### config.mk
export PLATFORM = sky130hd
export DESIGN_NAME = ram_cmd_initiator
export DESIGN_NICKNAME = d
export VERILOG_FILES = /design/src/rtl/ram_cmd_initiator.sv
export SDC_FILE = /design/constraint.sdc
export NUM_CORES = 1
export LEC_CHECK = 0
export ABC_CLOCK_PERIOD_IN_PS = 1600
export CAP_MARGIN = 25
export CORE_ASPECT_RATIO = 0.5
export CORE_MARGIN = 5
export CORE_UTILIZATION = 42
export CTS_CLUSTER_DIAMETER = 60
export DETAILED_ROUTE_END_ITERATION = 12
export MAX_ROUTING_LAYER = met4
export PLACE_DENSITY = 0.76
export REMOVE_ABC_BUFFERS = 1
export SYNTH_ARGS = -nofsm -noshare
export SYNTH_HDL_FRONTEND = slang
export SYNTH_SLANG_ARGS = --single-unit
### constraint.sdc
create_clock -name clk -period 1.6 [get_ports clk]
set_clock_uncertainty 0.05 [all_clocks]
set_input_delay 0.32 -clock clk [delete_from_list [all_inputs] [get_ports clk]]
set_output_delay 0.32 -clock clk [all_outputs]
set_load 0.01 [all_outputs]
### src/rtl/ram_cmd_initiator.sv
// Host request -> serial RAM command sequencer (address/data opcode pairs, read timeout).
// Optional RAM_CMD_ADDR_CACHE_EN: skip the address command when it repeats the last one issued.
module ram_cmd_initiator #(
    parameter int RD_TIMEOUT = 15
) (
    input  logic       clk,
    input  logic       rst_n,
    input  logic       req_valid,
    output logic       req_ready,
    input  logic       req_wr,
    input  logic [7:0] req_addr,
    input  logic [7:0] req_wdata,
    output logic       rsp_valid,
    input  logic       rsp_ready,
    output logic [7:0] rsp_rdata,
    output logic       rsp_err,
    output logic [9:0] din,
    output logic       rx_valid,
    input  logic [7:0] dout,
    input  logic       tx_valid
);

    localparam logic [2:0] IDLE    = 3'd0;
    localparam logic [2:0] WR_ADDR = 3'd1;
    localparam logic [2:0] WR_DATA = 3'd2;
    localparam logic [2:0] RD_ADDR = 3'd3;
    localparam logic [2:0] RD_DATA = 3'd4;
    localparam logic [2:0] RD_WAIT = 3'd5;
    localparam logic [2:0] RSP     = 3'd6;

    localparam int            CW       = $clog2(RD_TIMEOUT + 1);
    localparam logic [CW-1:0] CNT_LAST = CW'(RD_TIMEOUT - 1);

    logic [2:0]    state_q, state_d;
    logic          wr_q, wr_d;
    logic [7:0]    addr_q, addr_d;
    logic [7:0]    wdata_q, wdata_d;
    logic [7:0]    rdata_q, rdata_d;
    logic          err_q, err_d;
    logic [CW-1:0] cnt_q, cnt_d;
    logic          wr_hit, rd_hit;

`ifdef RAM_CMD_ADDR_CACHE_EN
    logic [7:0] wc_addr_q, rc_addr_q;
    logic       wc_vld_q, rc_vld_q;

    assign wr_hit = wc_vld_q && (wc_addr_q == req_addr);
    assign rd_hit = rc_vld_q && (rc_addr_q == req_addr);

    // The cached address is what the RAM currently holds for that direction.
    always_ff @(posedge clk or negedge rst_n) begin
        if (!rst_n) begin
            wc_addr_q <= 8'h00;
            wc_vld_q  <= 1'b0;
            rc_addr_q <= 8'h00;
            rc_vld_q  <= 1'b0;
        end else begin
            if (state_q == WR_ADDR) begin
                wc_addr_q <= addr_q;
                wc_vld_q  <= 1'b1;
            end
            if (state_q == RD_ADDR) begin
                rc_addr_q <= addr_q;
                rc_vld_q  <= 1'b1;
            end
        end
    end
`else
    assign wr_hit = 1'b0;
    assign rd_hit = 1'b0;
`endif

    always_comb begin
        state_d = state_q;
        wr_d    = wr_q;
        addr_d  = addr_q;
        wdata_d = wdata_q;
        rdata_d = rdata_q;
        err_d   = err_q;
        cnt_d   = cnt_q;
        case (state_q)
            IDLE: begin
                if (req_valid) begin
                    wr_d    = req_wr;
                    addr_d  = req_addr;
                    wdata_d = req_wdata;
                    rdata_d = 8'h00;
                    err_d   = 1'b0;
                    if (req_wr) state_d = wr_hit ? WR_DATA : WR_ADDR;
                    else        state_d = rd_hit ? RD_DATA : RD_ADDR;
                end
            end
            WR_ADDR: state_d = WR_DATA;
            WR_DATA: state_d = RSP;
            RD_ADDR: state_d = RD_DATA;
            RD_DATA: begin
                state_d = RD_WAIT;
                cnt_d   = '0;
            end
            RD_WAIT: begin
                if (tx_valid) begin
                    rdata_d = dout;
                    err_d   = 1'b0;
                    state_d = RSP;
                end else if (cnt_q == CNT_LAST) begin
                    rdata_d = 8'h00;
                    err_d   = 1'b1;
                    state_d = RSP;
                end else begin
                    cnt_d = cnt_q + CW'(1);
                end
            end
            RSP:     if (rsp_ready) state_d = IDLE;
            default: state_d = IDLE;
        endcase
    end

    always_ff @(posedge clk or negedge rst_n) begin
        if (!rst_n) begin
            state_q <= IDLE;
            wr_q    <= 1'b0;
            addr_q  <= 8'h00;
            wdata_q <= 8'h00;
            rdata_q <= 8'h00;
            err_q   <= 1'b0;
            cnt_q   <= '0;
        end else begin
            state_q <= state_d;
            wr_q    <= wr_d;
            addr_q  <= addr_d;
            wdata_q <= wdata_d;
            rdata_q <= rdata_d;
            err_q   <= err_d;
            cnt_q   <= cnt_d;
        end
    end

    always_comb begin
        rx_valid = 1'b1;
        case (state_q)
            WR_ADDR: din = {2'b00, addr_q};
            WR_DATA: din = {2'b01, wdata_q};
            RD_ADDR: din = {2'b10, addr_q};
            RD_DATA: din = {2'b11, 8'h00};
            default: begin
                din      = 10'h000;
                rx_valid = 1'b0;
            end
        endcase
    end

    assign req_ready = (state_q == IDLE);
    assign rsp_valid = (state_q == RSP);
    assign rsp_rdata = wr_q ? 8'h00 : rdata_q;
    assign rsp_err   = err_q;

endmodule

==> flow_summary.toml <==
[clock_network]
clk_pin_slew_ns = 0.07
h-tree-depth = 2
cts_hold_buffers = 0
cts_tree = "built"
clockRootBuffer = "clkbuf_8"
clock-sinks = 33
cts_buffer_depth = 2
numCtsBuffers = 5
clock_latency_ns = 0.28

[power_and_ir_drop]
peakVddDrop_v = 0.0008521
cellPowerDensity_nw_per_um2 = 1897
p_leak_nw = 1.281
sw_frac_of_total_pct = 36.15
p_switching_w = 0.001907
power_frac_comb_pct = 58.1
power_frac_seq_pct = 28.9
pwr-share-clk_pct = 13.1
p_int_w = 0.003369

[sta]
finalCritPeriodShare_pct = 110.0
worst_pin_slew_ns = 0.2885
clock.fmax_mhz = 568.0
slew_headroom_pct = 80.68
rsz0062_at_grt = "yes"
hold_viol = 0
hold_slack_ns = 0.3455
finalSetupViolCount = 37
fin_ws_ns = -0.1607
period_minus_slack_ns = 1.761
fin_setup_tns_ns = -3.869
finalMaxSlewViolations = 0

[detailed_routing]
vias_per_cell = 5.145
drc = 0
postRouteAntennaNets = 0
num_vias = 1559
wl_per_cell_um = 16.14
drtIter0Drc = 82
first_pass_iters = 4
routed_wl_um = 4891

[floorplanning]
rows = 16
core_area_sq_um = 3904
die_h_um = 55.06
dieArea_sq_um = 5512
start_util_pct = 43.69
io_pins = 52
die_w_um = 100.1

[yosys]
synth_seq_area_share_pct = 48.42
synthXorXnorAreaFrac_pct = 0.5136
synthSimpleGateAreaFrac_pct = 18.20
synth_top_family_by_area = "simple AND/OR/NAND/NOR gates"
yosys_warnings = 0
ys.flop_type = "dfrtp_1"
synth_seq_cells = 33
synth_mux_area_share_pct = 13.21
synth_area_sq_um = 1705
netlist_instances = 160
synth_compound_area_share_pct = 13.72
synthAdderAreaFrac_pct = 1.467
synth_area_per_cell_sq_um = 10.66
synth_cell_types = 36
async_flop_share_pct = 100.0
synth_edf_count = 0

[outcome]
failed_checks = "setup timing"
status = "complete, but fails checks"

[setup_path]
endpoint_kind = "output port"
r2r-start = "state_q[0]"
rrSetupSlack_ns = -0.15
critical_path_class = "flop to output port"
max_stage_delay_ns = 0.41
cp-start-kind = "flop"
cp.arrival_ns = 1.39
cp_common_cell = "buf_6"
path_cells = "buf_6, nor2b_4, buf_6, a22oi_2, nor2_1, buf_2"
worstPathMaxFanout = 5
cpMaxStageDelayCell = "dfrtp_1"
rr_worst_depth = 6
worstPathRequired_ns = 1.23
r2r-end = "addr_q[1]"

[final_layout]
area_delta_synth_final_pct = 63.10
drive_gt1_share_pct = 46.99
num_antenna_cells = 0
nNetsFinal = 280

[hold_path]
hold_path.class = "input pin to async pin"

[grt]
grt_overflow_total = 0
grt_pass1_vias = 1575
grt_antenna_before_repair = 0
grt_pass1_wl_um = 7376
grt_start_max_net_pins = 34
grt_usage_pct = 18.05

[placed_design]
hpwlAfterDp_um = 2968
portBuffers = 51
place_congestion = 0.8375

[job]
maxCapViolCount = 0
cells in the mapped netlist, types with 2 or more instances:
cell type,n,share of area [%]
nand3_1,3,0.88
o21ai_0,11,3.2
mux2_4,9,7.9
a31o_2,2,1.0
nand2_1,21,4.6
buf_2,3,0.88
nand2b_1,5,1.8
a22oi_1,8,3.5
clkbuf_1,4,0.88
nand4b_1,3,1.5
a21oi_1,4,1.2
nor2b_1,10,3.7
a31oi_1,2,0.73
dfrtp_1,33,48
mux2_2,8,5.3
ha_1,2,1.5
o211ai_1,2,0.88
nor3_1,2,0.59
nor2_1,11,2.4
through the flow:
| step | cells | total power, W | util [%] | instance area (sq um) | setup WS, ns |
|---|---|---|---|---|---|
| 2_1_floorplan | 149 | 0.002634 | - | 1633 | -1.082 |
| 3_3_place_gp | 275 | 0.003770 | 61.54 | 2402 | -0.2291 |
| 3_5_place_dp | 275 | 0.003854 | 61.54 | 2402 | -0.2620 |
| 4_1_cts | 294 | 0.004967 | 68.69 | 2681 | -0.1882 |
| 5_1_grt | 303 | 0.005603 | 71.25 | 2781 | -0.2786 |
| 6_report | 303 | 0.005276 | 71.25 | 2781 | -0.1607 |
sequential cells by signal (all words and copies together), names as in the netlist:
register	flops
cnt_q	4
wr_q	1
rsp_err	1
state_q	3
wdata_q	8
rdata_q	8
addr_q	8
per-layer routing:
| layer | GRT usage [%] | wire [um] |
|---|---|---|
| met1 | 20.54 | 2016 |
| met2 | 33.66 | 2542 |
| met3 | 3.630 | 198 |
| met4 | 4.922 | 133 |
| met5 | - | 0 |
worst max-delay path: cells and delay by family, from the launching register on:
kind	cells	cell delay (ns)
buffers and inverters	3	0.42
flip-flops	1	0.41
AND/OR/NAND/NOR	2	0.22
AO/OA/AOI/OAI	1	0.06
layout by cell type (no fill, tap or decap), types with 2 or more instances in the layout:
cell             instances
dfrtp_1                 31
clkdlybuf4s50_1         29
buf_4                   26
nand2_1                 20
mux2_4                  17
buf_2                   14
buf_6                   11
nor2_1                  10
a22oi_2                  8
nor2b_1                  8
o21ai_2                  7
clkbuf_8                 7
clkbuf_2                 6
nand2b_1                 4
a21oi_1                  3
nand4b_1                 3
nand3_1                  3
o21ai_1                  2
o21ai_0                  2
o211ai_1                 2
ha_1                     2
buf_12                   2
dfrtp_2                  2
timing repair:
item                       CTS  global route
cloned                       1             0
setup endpoints to repair   46            47
pin swaps                   16            24
buffers inserted            10             9
gates resized for setup    108            30
cells by family after synthesis:
kind of cell / Yosys count
AOI/OAI and AO/OA: 35
xor gates and xnor gates: 1
adders and majority gates: 2
buffers and inverters: 12
DFF: 33
muxes: 17
and+or+nand+nor: 60
area by class of cell:
class | instances | area, sq um
inverters | 1 | 3.754
flip-flops and latches | 33 | 828.3
well taps | 54 | 67.56
clock inverters | 1 | 5.005
multi-input cells | 115 | 969.7
clock buffers | 7 | 96.34
repair buffers | 92 | 810.8
fillers | 283 | 1122
worst max path at each step:
stage | startpoint | to | slack [ns] | cells past startpoint
2_1_floorplan | state_q[2] | wdata_q[0] | -1.08 | 2
3_3_place_gp | state_q[1] | din[7] | -0.23 | 5
3_5_place_dp | state_q[0] | din[9] | -0.26 | 5
4_1_cts | state_q[0] | din[7] | -0.19 | 6
5_1_grt | state_q[0] | din[7] | -0.28 | 6
6_report | state_q[0] | din[2] | -0.16 | 6
power by group through the flow:
stage	combinational, W	sequential (W)	clock, W
floorplan	0.00109	0.00154	0
global placement	0.00229	0.00148	0
detailed placement	0.00235	0.00150	0
CTS	0.00276	0.00150	0.000706
global route	0.00328	0.00157	0.000749
finish	0.00306	0.00152	0.000689
No activity file was read; power rests on OpenSTA's default activity.
